<file path="src/rtl/seg_scan_driver.sv">
// -----------------------------------------------------------------------------
// seg_scan_driver
//
// Time-multiplexed scan driver for an 8-digit seven-segment display. Holds a
// 32-bit hex value (eight nibbles) plus a per-digit blank mask and walks the
// digit positions p = 0..7, presenting each nibble and its anode-select code to
// the external hex-to-segment decoder. New values arrive over a valid/ready
// handshake and are only applied at a frame boundary so a frame never tears.
//
// Ports
//   clk         system clock
//   rst_n       synchronous active-low reset
//   load_valid  producer offers load_data / load_blank
//   load_ready  driver can accept a new value (pending slot empty)
//   load_data   hex value, nibble p = bits [4p+3:4p], p=0 rightmost digit
//   load_blank  bit p = 1 forces digit p dark
//   nibble      digit code to the decoder
//   sel         anode-select code, position p driven as 7-p
//   blank       1 = current digit must be dark
//   frame_done  one-cycle pulse while position 7 finishes its dwell
// -----------------------------------------------------------------------------
module seg_scan_driver #(
    parameter int TICK_DIV    = 100000,
    parameter bit SUPPRESS_LZ = 1'b1
) (
    input  logic        clk,
    input  logic        rst_n,
    input  logic        load_valid,
    output logic        load_ready,
    input  logic [31:0] load_data,
    input  logic [7:0]  load_blank,
    output logic [3:0]  nibble,
    output logic [2:0]  sel,
    output logic        blank,
    output logic        frame_done
);

    localparam int            CW = $clog2(TICK_DIV);
    localparam logic [CW-1:0] TC = CW'(TICK_DIV - 1);

    logic [CW-1:0] cnt_q, cnt_d;
    logic [2:0]    pos_q, pos_d;
    logic [31:0]   act_val_q, act_val_d;
    logic [7:0]    act_mask_q, act_mask_d;
    logic [31:0]   pend_val_q, pend_val_d;
    logic [7:0]    pend_mask_q, pend_mask_d;
    logic          pend_full_q, pend_full_d;
    logic [3:0]    nibble_q, nibble_d;
    logic [2:0]    sel_q, sel_d;
    logic          blank_q, blank_d;

    logic          wrap;
    logic          xfer;
    logic          frame_end;
    logic [7:0]    zero_tail;
    logic          tail_zero;

    assign wrap       = (cnt_q == TC);
    assign frame_end  = wrap && (pos_q == 3'd7);
    assign xfer       = load_valid && !pend_full_q;

    assign load_ready = !pend_full_q;
    assign frame_done = frame_end;
    assign nibble     = nibble_q;
    assign sel        = sel_q;
    assign blank      = blank_q;

    // zero_tail[p] = 1 when nibbles p..7 of the active value are all zero,
    // i.e. digit p is a leading zero.
    always_comb begin
        zero_tail = '0;
        tail_zero = 1'b1;
        for (int p = 7; p >= 0; p--) begin
            tail_zero    = tail_zero && (act_val_q[4*p +: 4] == 4'd0);
            zero_tail[p] = tail_zero;
        end
    end

    always_comb begin
        cnt_d       = wrap ? '0 : cnt_q + 1'b1;
        pos_d       = wrap ? pos_q + 3'd1 : pos_q;
        act_val_d   = act_val_q;
        act_mask_d  = act_mask_q;
        pend_val_d  = pend_val_q;
        pend_mask_d = pend_mask_q;
        pend_full_d = pend_full_q;

        if (frame_end) begin
            if (pend_full_q) begin
                act_val_d   = pend_val_q;
                act_mask_d  = pend_mask_q;
                pend_full_d = 1'b0;
            end else if (xfer) begin
                // Pending is empty and the boundary is now: skip the pending
                // slot so load_ready never drops.
                act_val_d  = load_data;
                act_mask_d = load_blank;
            end
        end else if (xfer) begin
            pend_val_d  = load_data;
            pend_mask_d = load_blank;
            pend_full_d = 1'b1;
        end
    end

    // Outputs follow pos_q with one cycle of latency; active value only
    // changes together with the p=7 -> 0 step, so each frame stays coherent.
    always_comb begin
        nibble_d = act_val_q[{pos_q, 2'b00} +: 4];
        sel_d    = 3'd7 - pos_q;
        blank_d  = act_mask_q[pos_q] ||
                   (SUPPRESS_LZ && (pos_q != 3'd0) && zero_tail[pos_q]);
    end

    always_ff @(posedge clk) begin
        if (!rst_n) begin
            cnt_q       <= '0;
            pos_q       <= 3'd0;
            act_val_q   <= '0;
            act_mask_q  <= '0;
            pend_val_q  <= '0;
            pend_mask_q <= '0;
            pend_full_q <= 1'b0;
            nibble_q    <= 4'd0;
            sel_q       <= 3'd7;
            blank_q     <= 1'b0;
        end else begin
            cnt_q       <= cnt_d;
            pos_q       <= pos_d;
            act_val_q   <= act_val_d;
            act_mask_q  <= act_mask_d;
            pend_val_q  <= pend_val_d;
            pend_mask_q <= pend_mask_d;
            pend_full_q <= pend_full_d;
            nibble_q    <= nibble_d;
            sel_q       <= sel_d;
            blank_q     <= blank_d;
        end
    end

endmodule

</file>
<file path="config.mk">
export PLATFORM = sky130hd
export DESIGN_NAME = seg_scan_driver
export DESIGN_NICKNAME = d
export VERILOG_FILES = /design/src/rtl/seg_scan_driver.sv
export SDC_FILE = /design/constraint.sdc
export NUM_CORES = 1
export LEC_CHECK = 0
export BUFFER_PORTS_ARGS = -buffer_cell sky130_fd_sc_hd__buf_2
export CAP_MARGIN = 30
export CORE_UTILIZATION = 40
export DETAILED_ROUTE_END_ITERATION = 10
export GPL_TIMING_DRIVEN = 0
export PLACE_DENSITY = 0.68
export SLEW_MARGIN = 20
export SYNTH_ARGS = -nofsm -noshare
export SYNTH_HDL_FRONTEND = slang
export SYNTH_SLANG_ARGS = --single-unit
</file>
<file path="constraint.sdc">
create_clock -name clk -period 1.7 [get_ports clk]
set_clock_uncertainty 0.05 [all_clocks]
set_input_delay 0.17 -clock clk [delete_from_list [all_inputs] [get_ports clk]]
set_output_delay 0.17 -clock clk [all_outputs]
set_load 0.005 [all_outputs]
</file>
==> flow_metrics.py, run 1 <==
metrics = {
    "outcome": {
        "status": "finished with violations",
        "failed_checks": "setup timing",
    },
    "cts": {
        "cts_root_buf": "clkbuf_16",
        "hold_buffers": 0,
        "cts.path.max_buffers": 2,
        "cts_sinks": 109,
        "clk-insertion-delay-late_ns": 0.35,
        "numCtsBuffers": 9,
        "cts.clk_slew.worst_paths_ns": 0.07,
        "htreeDepth": 3,
        "cts_tree": "yes",
    },
    "die": {
        "die_x_um": 112.7,
        "row_count": 40,
        "die_area_mm2": 0.01270,
        "initial_core_util_pct": 40.96,
        "core_mm2": 0.01196,
        "ioPinCount": 53,
        "die_h_um": 112.7,
    },
    "timing": {
        "period_needed_ns": 1.820,
        "finalHoldViolCount": 0,
        "slew_headroom_pct": 62.29,
        "setup_ws_ns": -0.1196,
        "setup_tns_ns": -6.062,
        "setup_viol": 91,
        "tightestPinTransition_ns": 0.5614,
        "min_period_over_period_pct": 107.0,
        "drv_slew": 0,
        "fmax_mhz": 549.6,
        "grt_setup_unrepaired": "yes",
    },
    "global_routing": {
        "antenna_found_initial": 0,
        "grt_overflow": 0,
        "grt.total_usage_pct": 20.39,
        "grt_pass1_vias": 4198,
        "grt_pass1_wl_um": 20380,
        "grt_max_degree": 18,
    },
    "drt": {
        "drt_first_pass_iters": 5,
        "first_iter_violations": 202,
        "avgViaCountPerCell": 5.413,
        "remaining_drc_errors": 0,
        "wire_per_inst_um": 16.75,
        "vias": 4152,
        "final_antenna_net_count": 0,
        "drt-total-wl_um": 12850,
    },
    "yosys": {
        "netlist_area_mm2": 0.004900,
        "synthesis.nets": 569,
        "synth_cell_types": 36,
        "synth_flop_cell": "dfxtp_1",
        "ys_warn_count": 0,
        "synthArstFlopShare_pct": 0,
        "synth-edff-count": 0,
        "yosysSeqAreaShare_pct": 44.54,
        "ys_ff_latch": 109,
        "syn-mean-instance-area_um2": 9.386,
        "synthCells": 522,
    },
    "cells_and_area": {
        "finalNonFillerCells": 767,
        "mostFrequentLayoutCells": "103 x dfxtp_1, 77 x nand2_2, 61 x nand2_1, 53 x buf_2, 41 x mux2i_1",
        "final_common_cell": "dfxtp_1",
        "area_growth_pct": 32.12,
        "nNetsFinal": 662,
        "drive_gt1_share_pct": 40.65,
        "antenna_cells": 0,
        "fillers": 1029,
    },
    "placement": {
        "place_inst": 721,
        "port_buffers": 52,
        "place_congestion": 0.9151,
        "dp_hpwl_um": 8286,
    },
    "worst_setup_path": {
        "cp_max_fo": 6,
        "ff2ff_path_depth": 7,
        "startpoint_type": "register",
        "critPathArrivalTime_ns": 2.05,
        "crit_start": "cnt_q[13]$_SDFF_PP0_",
        "required_ns": 1.93,
        "end_kind": "register",
        "r2r_setup_slack_ns": -0.12,
        "r2r_start": "cnt_q[13]$_SDFF_PP0_",
        "timing.rr.end": "pend_val_q[7]$_SDFFE_PN0P_",
        "critical_path_class": "reg -> reg",
    },
    "power_and_ir_drop": {
        "peakVddDrop_v": 0.0006079,
        "power_leakage_nw": 3.003,
        "p_per_area_mw_per_mm2": 827.7,
        "total_power_w": 0.005358,
    },
    "flow_run": {
        "maxCapViolations": 0,
    },
    "hold_path": {
        "min_from": "load_data[20]",
        "min_to": "pend_val_q[20]$_SDFFE_PN0P_",
        "holdCritPathClass": "in -> reg",
        "hold_path_depth": 3,
    },
}
==> routing by layer <==
layer,vias up,share of wire [%],track usage [%]
li1,2006,-,-
met1,2045,44,26.17
met2,87,50,34.61
met3,14,4.4,3.996
met4,0,1.3,6.133
met5,-,0,0
==> sequential cells by signal, indices dropped and copies added (netlist names), 3 cells and up <==
name,cells
act_mask_q,8
act_val_q,32
nibble,4
pend_val_q,32
cnt_q,17
sel,3
pend_mask_q,8
pos_q,3
==> critical path, stage by stage, from the launching register on <==
cell       delay [ns]
dfxtp_4          0.36
nor4_4           0.36
nand4_4          0.24
o21ai_4          0.24
buf_6            0.18
clkbuf_16        0.16
nand2_1          0.05
a21boi_1         0.11
==> cells in the mapped netlist (all sizes together), types with 2 or more instances <==
cell,number,area share (%)
buf,21,2.3
mux2i,41,8.4
inv,6,0.46
xor2,12,2.1
mux4,9,4.1
ha,4,1.0
nand4,6,1.1
nor4,9,1.5
nand3,9,0.92
clkbuf,16,1.2
nor2,20,1.7
o211a,40,8.2
dfxtp,109,45
and4,3,0.54
xnor2,3,0.54
a21boi,48,7.4
nand2,144,11
o21ai,6,0.69
and2,3,0.38
nor3,3,0.31
and3,2,0.26
a21oi,2,0.20
==> worst max-delay path by stage <==
stage                     depth (start not counted)                          to  slack (ns)
after floorplan                                   7  act_mask_q[0]$_SDFFE_PN0P_        0.03
after global placement                            7  act_val_q[31]$_SDFFE_PN0P_       -0.25
after detailed placement                          7  act_val_q[31]$_SDFFE_PN0P_       -0.30
after CTS                                         4                  frame_done       -0.12
after global routing                              4                  frame_done       -0.19
final                                             7  pend_val_q[7]$_SDFFE_PN0P_       -0.12
==> final cells by class <==
| type | instances | area (µm²) | area share, % |
|---|---|---|---|
| buffer | 34 | 275.3 | 4.252 |
| clock buffer | 11 | 252.7 | 3.904 |
| clock inverter | 5 | 56.30 | 0.8697 |
| inverter | 6 | 22.52 | 0.3479 |
| multi-input combinational | 370 | 2877 | 44.43 |
| sequential | 109 | 2197 | 33.94 |
| tap | 147 | 183.9 | 2.841 |
| timing repair buffer | 85 | 609.3 | 9.412 |
==> kinds of logic after synthesis <==
kind of cell             synth area share, %
AO/OA/AOI/OAI                          17.01
XOR/XNOR                               2.681
adder cells (fa/ha/maj)                1.021
buffers and inverters                  4.009
flip-flops                             44.54
multiplexers                           12.51
AND/OR/NAND/NOR                        18.23
==> stage by stage <==
step | instance area (µm²) | util, % | hold WS (ns) | setup WS, ns
finish | 6474 | 54.12 | 0.02117 | -0.1196
detailed placement | 5344 | 44.68 | 0.3786 | -0.3021
CTS | 6161 | 51.51 | 0.01017 | -0.1217
global placement | 5344 | 44.68 | 0.3689 | -0.2511
global route | 6474 | 54.12 | 0.01780 | -0.1949
floorplan | 4900 | - | 0.2548 | 0.02955
==> power breakdown <==
part	leakage [nW]	internal, W	switching (W)	total (W)
combinational	1.96	0.000260	0.000290	0.000550
sequential	0.888	0.00261	0.0000422	0.00265
clock	0.152	0.00122	0.000932	0.00216
total	3.00	0.00409	0.00126	0.00536
==> timing repair <==
action                     in CTS  in global routing
gates resized for setup       124                 77
buffers inserted               14                 11
setup endpoints to repair      99                 95
cloned                          8                  2
pin swaps                      63                 31
No activity file was read; power rests on OpenSTA's default activity.
==> run 2, diff against run 1 <==
Settings changed: CORE_MARGIN from default to 4, GPL_TIMING_DRIVEN 0 to default.
==> run 2 against run 1 <==
  * The run still ends with setup timing left
  * Die area increased by 11%
  * Clock-buffer cell count unchanged
  * Global-route usage decreased by 4.9 points
  * Flip-flop and latch count unchanged
  * Cell count decreased by 2.5%
  * Largest power group unchanged
  * Sequential power about the same
  * Routed wire length decreased by 13%
==> flow_metrics.py, run 2 (synthesis results as in run 1) <==
metrics = {
    "die": {
        "initial_core_util_pct": 40.79,
        "ioPinCount": 53,
        "die_x_um": 118.7,
        "row_count": 40,
        "core_mm2": 0.01201,
        "die_area_mm2": 0.01408,
        "die_h_um": 118.7,
    },
    "timing": {
        "setup_viol": 34,
        "tightestPinTransition_ns": 0.4618,
        "fmax_mhz": 568.4,
        "setup_ws_ns": -0.05933,
        "slew_headroom_pct": 68.93,
        "drv_slew": 0,
        "finalHoldViolCount": 0,
        "period_needed_ns": 1.759,
        "grt_setup_unrepaired": "yes",
        "min_period_over_period_pct": 103.5,
    },
    "global_routing": {
        "grt_overflow": 0,
        "grt_pass1_vias": 3675,
        "grt_max_degree": 40,
        "grt.total_usage_pct": 15.45,
        "antenna_found_initial": 0,
        "grt_pass1_wl_um": 17870,
    },
    "drt": {
        "avgViaCountPerCell": 5.251,
        "final_antenna_net_count": 0,
        "first_iter_violations": 233,
        "drt_first_pass_iters": 4,
        "drt-total-wl_um": 11190,
        "remaining_drc_errors": 0,
        "vias": 3928,
        "wire_per_inst_um": 14.96,
    },
    "worst_setup_path": {
        "required_ns": 1.89,
        "r2r_setup_slack_ns": -0.06,
        "critical_path_class": "reg -> reg",
        "slowest_delay_ns": 0.35,
        "crit_path_cell_trace": "ha_4 -> and4_4 -> nand4_4 -> nor2_4 -> buf_12 -> clkbuf_16 -> nand2_2 -> o211a_1",
        "crit_start": "cnt_q[0]$_SDFF_PP0_",
        "r2r_start": "cnt_q[0]$_SDFF_PP0_",
        "end_kind": "register",
        "critPathArrivalTime_ns": 1.95,
        "crit_path_top_delay_cell": "dfxtp_2",
        "cp_num_buf_inv": 2,
        "path_delay_family": "simple AND/OR/NAND/NOR gates",
        "cp_max_fo": 5,
        "crit_end": "act_val_q[17]$_SDFFE_PN0P_",
        "timing.rr.end": "act_val_q[17]$_SDFFE_PN0P_",
        "cp.depth": 8,
        "ff2ff_path_depth": 8,
        "startpoint_type": "register",
    },
    "cts": {
        "cts.path.max_buffers": 2,
        "hold_buffers": 0,
        "numCtsBuffers": 9,
        "cts_root_buf": "clkbuf_16",
        "cts_sinks": 109,
        "cts.clk_slew.worst_paths_ns": 0.07,
        "cts_tree": "yes",
        "clk-insertion-delay-late_ns": 0.35,
        "htreeDepth": 3,
    },
    "cells_and_area": {
        "drive_gt1_share_pct": 24.79,
        "area_growth_pct": 24.41,
        "mostFrequentLayoutCells": "131 x nand2_1, 106 x dfxtp_1, 52 x buf_2, 41 x mux2i_1",
        "design_area_mm2": 0.006096,
        "nNetsFinal": 644,
        "fillers": 1123,
        "finalNonFillerCells": 748,
        "multiInputGateArea_mm2": 0.002609,
        "final_common_cell": "nand2_1",
        "register_area_mm2": 0.002186,
        "antenna_cells": 0,
        "reg.largest.list": "act_val_q (32), pend_val_q (32), cnt_q (17)",
    },
    "power_and_ir_drop": {
        "power_leakage_nw": 2.887,
        "peakVddDrop_v": 0.0007117,
        "p_per_area_mw_per_mm2": 827.7,
    },
    "flow_run": {
        "maxCapViolations": 0,
    },
    "placement": {
        "place_congestion": 0.8112,
        "port_buffers": 52,
        "post_dp_cell_area_mm2": 0.005519,
        "pre_cts_ws_ns": -0.09573,
        "dp_hpwl_um": 7652,
        "place_inst": 721,
    },
    "hold_path": {
        "holdCritPathClass": "in -> reg",
    },
    "outcome": {
        "status": "finished with violations",
        "failed_checks": "setup timing",
    },
}
run 2: cell count changes in the layout (fill, tap and decap cells not counted), sizes merged:
cell / delta
inv: +1
clkbuf: -11
clkinvlp: +1
buf: -7
clkinv: -2
bufinv: -1
run 2: routing by layer:
| layer | GRT usage [%] | up-vias | share of wire [%] |
|---|---|---|---|
| li1 | - | 1959 | - |
| met1 | 19.79 | 1872 | 45 |
| met2 | 25.65 | 85 | 49 |
| met3 | 3.732 | 12 | 4.8 |
| met4 | 4.924 | 0 | 1.3 |
| met5 | 0 | - | 0 |
run 2: worst min path at each step:
stage / startpoint / end / slack (ns) / depth (start not counted)
2_1_floorplan: load_blank[0] / pend_mask_q[0]$_SDFFE_PN0P_ / 0.25 / 2
3_3_place_gp: load_data[19] / pend_val_q[19]$_SDFFE_PN0P_ / 0.37 / 3
3_5_place_dp: load_blank[4] / pend_mask_q[4]$_SDFFE_PN0P_ / 0.38 / 3
4_1_cts: load_data[18] / pend_val_q[18]$_SDFFE_PN0P_ / 0.006 / 3
5_1_grt: load_blank[0] / pend_mask_q[0]$_SDFFE_PN0P_ / 0.008 / 3
6_report: load_data[18] / pend_val_q[18]$_SDFFE_PN0P_ / 0.006 / 3
run 2: worst register-to-register path, cell delays in order (launching register included):
cell and delay, ns:
dfxtp_2 0.35, ha_4 0.13, and4_4 0.25, nand4_4 0.16, nor2_4 0.22, buf_12 0.17
clkbuf_16 0.16, nand2_2 0.04, o211a_1 0.12
run 2: power by group:
group          leakage, nW  switching (W)  internal (W)  total (W)
clock                0.129       0.000950       0.00104    0.00199
combinational         1.87       0.000221      0.000189   0.000410
sequential           0.886      0.0000338       0.00261    0.00265
run 2: repair_timing:
item	in CTS	in global routing
cloned	0	7
setup endpoints to repair	81	96
buffers inserted	2	3
pin swaps	1	2
resized for setup	10	21
run 2: area by class of cell:
class | instances | share of cell area (%)
clock buffer | 11 | 3.982
multi-input combinational | 370 | 42.80
clock inverter | 4 | 0.5337
sequential | 109 | 35.86
timing repair buffer | 101 | 13.44
inverter | 6 | 0.3695
tap | 147 | 3.017
run 2: through the flow:
stage	hold WS [ns]	setup TNS (ns)	utilization, %	power [W]
floorplan	0.2548	0	-	0.002950
global placement	0.3701	0	45.95	0.003092
detailed placement	0.3785	-3.074	45.95	0.003106
CTS	0.005780	-0.06053	48.67	0.005085
global route	0.008080	-7.908	50.75	0.005234
finish	0.005711	-1.436	50.75	0.005046
